[config.mk]
export PLATFORM = sky130hd
export DESIGN_NAME = uart_tx_word_serializer_flat
export DESIGN_NICKNAME = d
export VERILOG_FILES = /design/src/rtl/uart_tx_word_serializer_if.sv /design/src/rtl/uart_tx_word_serializer.sv /design/src/flat_wrapper.sv
export SDC_FILE = /design/constraint.sdc
export NUM_CORES = 1
export LEC_CHECK = 0
export CORE_MARGIN = 8
export CORE_UTILIZATION = 60
export DETAILED_ROUTE_END_ITERATION = 10
export PLACE_DENSITY_LB_ADDON = 0.25
export SLEW_MARGIN = 20
export SYNTH_ARGS = -nofsm -noshare
export SYNTH_HDL_FRONTEND = slang
export SYNTH_SLANG_ARGS = --single-unit
[constraint.sdc]
create_clock -name clk -period 4.31 [get_ports clk]
set_input_delay 1.293 -clock clk [delete_from_list [all_inputs] [get_ports clk]]
set_output_delay 1.293 -clock clk [all_outputs]
set_load 0.01 [all_outputs]
[src/rtl/uart_tx_word_serializer_if.sv]
// Handshake bundle between the word serializer, its upstream producer
// and the 8-bit UART transmitter it feeds.
interface uart_tx_word_serializer_if #(
    parameter int WORD_BYTES = 4
);
    logic                    in_valid;
    logic [8*WORD_BYTES-1:0] in_data;
    logic                    in_ready;
    logic                    tx_start;
    logic [7:0]              tx_data;
    logic                    tx_busy;
    logic                    tx_done;

    // Environment side: upstream producer plus transmitter status
    modport master (
        output in_valid, in_data, tx_busy, tx_done,
        input  in_ready, tx_start, tx_data
    );

    // Serializer side
    modport slave (
        input  in_valid, in_data, tx_busy, tx_done,
        output in_ready, tx_start, tx_data
    );
endinterface

[src/rtl/uart_tx_word_serializer.sv]
// Buffers multi-byte result words in a small FIFO and hands them to the
// 8-bit UART transmitter one byte at a time, most significant byte first,
// using the transmitter's busy/done status for flow control.
module uart_tx_word_serializer #(
    parameter int WORD_BYTES = 4,
    parameter int FIFO_DEPTH = 8,
    parameter int CNT_W      = 4
) (
    input  logic                     clk,
    input  logic                     rst,
    uart_tx_word_serializer_if.slave bus,
    output logic [CNT_W-1:0]         fifo_count,
    output logic                     idle
);
    localparam int W     = 8 * WORD_BYTES;
    localparam int PTR_W = (FIFO_DEPTH > 1) ? $clog2(FIFO_DEPTH) : 1;

    localparam logic [2:0] S_IDLE = 3'd0;
    localparam logic [2:0] S_LOAD = 3'd1;
    localparam logic [2:0] S_SEND = 3'd2;
    localparam logic [2:0] S_ACK  = 3'd3;
    localparam logic [2:0] S_WAIT = 3'd4;

    logic [2:0]       state;
    logic [W-1:0]     mem [FIFO_DEPTH];
    logic [PTR_W-1:0] wr_ptr;
    logic [PTR_W-1:0] rd_ptr;
    logic [CNT_W-1:0] count;
    logic [W-1:0]     shift;
    logic [3:0]       byte_idx;
    logic             push;
    logic             pop;

    assign bus.in_ready = (int'(count) < FIFO_DEPTH);
    assign push         = bus.in_valid && bus.in_ready;
    assign pop          = (state == S_LOAD);
    assign fifo_count   = count;
    assign idle         = (state == S_IDLE) && (count == '0);

    // Word storage; stale entries are harmless because the pointers are reset
    always_ff @(posedge clk) begin
        if (push)
            mem[wr_ptr] <= bus.in_data;
    end

    // FIFO pointers and occupancy; a push and pop together leave count unchanged
    always_ff @(posedge clk or posedge rst) begin
        if (rst) begin
            wr_ptr <= '0;
            rd_ptr <= '0;
            count  <= '0;
        end else begin
            if (push)
                wr_ptr <= wr_ptr + PTR_W'(1);
            if (pop)
                rd_ptr <= rd_ptr + PTR_W'(1);
            if (push && !pop)
                count <= count + CNT_W'(1);
            else if (!push && pop)
                count <= count - CNT_W'(1);
        end
    end

    // Byte sequencer: one start/busy/done transaction per byte, transmitter
    // status is only looked at while a byte is being handed over
    always_ff @(posedge clk or posedge rst) begin
        if (rst) begin
            state        <= S_IDLE;
            shift        <= '0;
            byte_idx     <= '0;
            bus.tx_start <= 1'b0;
            bus.tx_data  <= 8'h00;
        end else begin
            case (state)
                S_IDLE: begin
                    if (count != '0)
                        state <= S_LOAD;
                end
                S_LOAD: begin
                    shift    <= mem[rd_ptr];
                    byte_idx <= '0;
                    state    <= S_SEND;
                end
                S_SEND: begin
                    bus.tx_data <= shift[W-1 -: 8];
                    if (!bus.tx_busy) begin
                        bus.tx_start <= 1'b1;
                        state        <= S_ACK;
                    end
                end
                S_ACK: begin
                    if (bus.tx_busy) begin
                        bus.tx_start <= 1'b0;
                        state        <= S_WAIT;
                    end
                end
                S_WAIT: begin
                    if (bus.tx_done) begin
                        if (byte_idx == 4'(WORD_BYTES - 1)) begin
                            state <= ((count != '0) || push) ? S_LOAD : S_IDLE;
                        end else begin
                            shift    <= shift << 8;
                            byte_idx <= byte_idx + 4'd1;
                            state    <= S_SEND;
                        end
                    end
                end
                default: state <= S_IDLE;
            endcase
        end
    end
endmodule

[src/flat_wrapper.sv]
// flat-port wrapper written by rule: the top's interface ports become plain ports
module uart_tx_word_serializer_flat 
#(
    parameter int WORD_BYTES = 4,
    parameter int FIFO_DEPTH = 8,
    parameter int CNT_W      = 4
)
  (clk, rst, fifo_count, idle, bus_in_valid, bus_in_data, bus_tx_busy, bus_tx_done, bus_in_ready, bus_tx_start, bus_tx_data);
  uart_tx_word_serializer_if #(.WORD_BYTES(WORD_BYTES)) bus_i ();
  input  logic clk;
  input  logic rst;
  output logic [CNT_W-1:0] fifo_count;
  output logic idle;
  input wire logic [$bits(bus_i.in_valid)-1:0] bus_in_valid;
  input wire logic [$bits(bus_i.in_data)-1:0] bus_in_data;
  input wire logic [$bits(bus_i.tx_busy)-1:0] bus_tx_busy;
  input wire logic [$bits(bus_i.tx_done)-1:0] bus_tx_done;
  output wire logic [$bits(bus_i.in_ready)-1:0] bus_in_ready;
  output wire logic [$bits(bus_i.tx_start)-1:0] bus_tx_start;
  output wire logic [$bits(bus_i.tx_data)-1:0] bus_tx_data;
  assign bus_i.in_valid = bus_in_valid;
  assign bus_i.in_data = bus_in_data;
  assign bus_i.tx_busy = bus_tx_busy;
  assign bus_i.tx_done = bus_tx_done;
  assign bus_in_ready = bus_i.in_ready;
  assign bus_tx_start = bus_i.tx_start;
  assign bus_tx_data = bus_i.tx_data;
  uart_tx_word_serializer #(.WORD_BYTES(WORD_BYTES), .FIFO_DEPTH(FIFO_DEPTH), .CNT_W(CNT_W)) u_core (.clk(clk), .rst(rst), .bus(bus_i), .fifo_count(fifo_count), .idle(idle));
endmodule
==> metrics.cfg <==
[cts]
cts_root_buf=clkbuf_16
cts_max_level=1
cts_tree=done
cts_buffers=31
post_cts_resized=0
cts_buffer_depth=3
cts_setup_buffers=0
clock-sinks=314
clk_pin_slew_worst_paths_ns=0.06
clk_latency_ns=0.56
hold_buffers=0

[die]
placementRows=52
ios=52
die_h_um=160
start_util_pct=61.3
die_x_um=160
die_area_um2=25500
coreArea_um2=20200

[min_path]
min_path_cells=1
min_to=u_core.bus.tx_data[2]
worst_hold_path_type=reg2reg
min_from=u_core.bus.tx_data[2]

[detailed_routing]
firstDrtPassIters=6
post_drt_wl_per_cell_um=24.2
via_count=6380
antenna_left=0
drcViolationCount=0
via_per_inst=6.16
drt-initial-drc-count=478
routed_wl_mm=25.0

[timing]
slew_viol_final=0
fin_tns_setup_ns=0
final-setup-viol-count=0
holdWs_ns=0.487
timing.final.ws_setup_ns=0.545
fmax_mhz=266
rsz0062_at_grt=no
finClkSkew_ns=0.0138
hold_violations=0
slew_headroom_pct=42.9
min_period_ns=3.77
tightest_slew_ns=0.857
fin_crit_sh_pct=87.4

[yosys]
synth_edf_count=256
synth_most_common_cell=edfxtp_1
synth_ff_type=edfxtp_1
synth_cell_types=47
async_flop_share_pct=18.5
synth_top_area_share_pct=62.0
yosysSeqAreaShare_pct=73.7
ys.warnings.count=0
syn-cell-area_um2=12400
ys_seq_elements=314
postSynthCellCount=675
yosys-top-cells-area=edfxtp_1 (62%), dfrtp_1 (12%), mux4_2 (10%), o31ai_1 (1.8%), nand2_1 (1.7%)
syn_avg_cell_area_um2=18.4
synth_commonest_cells=edfxtp_1 (256), dfrtp_1 (58), mux4_2 (56)
syn_nets=719
yosysTopAreaCell=edfxtp_1

[setup_path]
worstSetupPathType=reg2out
cp.required_ns=3.02
crit_path_start_kind=register
cp.arrival_ns=2.47
cp-end-kind=output port
r2r_start=u_core.state[0]
r2r_end=u_core.fifo_count[3]
reg2reg_setup_slack_ns=1.69
r2r_cells=8
path_max_fanout=7

[placement]
gp_congestion=0.784
dp.cells=978
place_area_um2=13300
port_buffers=51
dp_hpwl_mm=14.8
preCtsSetupSlack_ns=0.448

[layout]
diodes=0
syn2layout_area_growth_pct=16.9
instances_no_fill=1036
fin_util_pct=71.6
design_area_um2=14500
finalNetCount=785
drive_gt1_share_pct=22.8

[power]
p_per_area_nw_per_um2=683
cellLeakagePower_nw=4.90
ir_worst_vdd_v=0.000425
p_total_mw=9.90

[global_routing]
grt_max_degree=47
grt_pass1_vias=6778
grt_pass1_wl_mm=39.3
grt-ovfl-total=0
antenna_found_initial=0
track_usage_pct=19.7

[status]
outcome=completed

[run]
cap_violations=0

## how the worst max path moves through the flow
stage,startpoint,to,slack (ns)
floorplan,bus_in_valid,u_core.mem[6][0],0.74
detailed placement,bus_in_valid,u_core.fifo_count[3],0.45
CTS,u_core.fifo_count[3],idle,0.53
global placement,bus_in_valid,u_core.fifo_count[3],0.52
finish,u_core.fifo_count[3],idle,0.54
global route,u_core.fifo_count[3],idle,0.42
## layout by cell type, fill, tap and decap left out, drive strengths merged, types with 9 or more instances in the layout
cell,synthesis,final
nor2,41,41
mux4,56,56
clkbuf,12,33
dfrtp,58,58
o31ai,30,30
nand2,55,55
a211oi,20,20
mux2,26,26
clkinv,0,11
buf,25,19
nor2b,22,22
edfxtp,256,256
bufinv,0,9
clkdlybuf4s50,0,51
## report_power, final
| part | switching (mW) | internal [mW] | total, mW |
|---|---|---|---|
| Combinational | 1.31 | 1.29 | 2.60 |
| Clock | 1.14 | 1.86 | 2.99 |
| Sequential | 0.493 | 3.82 | 4.31 |
| Total | 2.94 | 6.96 | 9.90 |
## registers in the layout (all words and copies together) (netlist names)
signal               flops
u_core.fifo_count        4
u_core.state             3
u_core.wr_ptr            3
u_core.mem             256
u_core.bus.tx_data       8
u_core.shift            32
u_core.rd_ptr            3
u_core.bus.tx_start      1
u_core.byte_idx          4
## cell type report
| cell class | instances | area (um2) |
|---|---|---|
| well taps | 270 | 338 |
| repair buffers | 70 | 741 |
| clock inverters | 25 | 367 |
| inverters | 5 | 20.0 |
| multi-input cells | 319 | 3100 |
| flip-flops and latches | 314 | 9150 |
| fillers | 1192 | 5740 |
| clock buffers | 33 | 783 |
## critical path, stage by stage (launching register included)
cell and delay [ns]:
dfrtp_1 0.45, or4_1 0.58, nor4_1 0.29, clkdlybuf4s50_1 0.61
## layer usage
layer / share of wire, % / wire, um / GRT usage [%] / vias to the layer above
li1: - / - / - / 2796
met1: 43 / 10600 / 26.9 / 3297
met2: 50 / 12400 / 32.1 / 234
met3: 5.7 / 1430 / 3.60 / 53
met4: 2.2 / 540 / 5.92 / 0
met5: 0 / 0 / 0.787 / -
## cell families after synthesis
| family | share of synthesized area [%] |
|---|---|
| fa+ha+maj | 0.767 |
| flops | 73.7 |
| xor+xnor | 0.424 |
| buf+inv | 1.81 |
| mux | 12.6 |
| compound gates | 5.37 |
| simple gates | 5.31 |
Power figures use the tool's default switching activity.
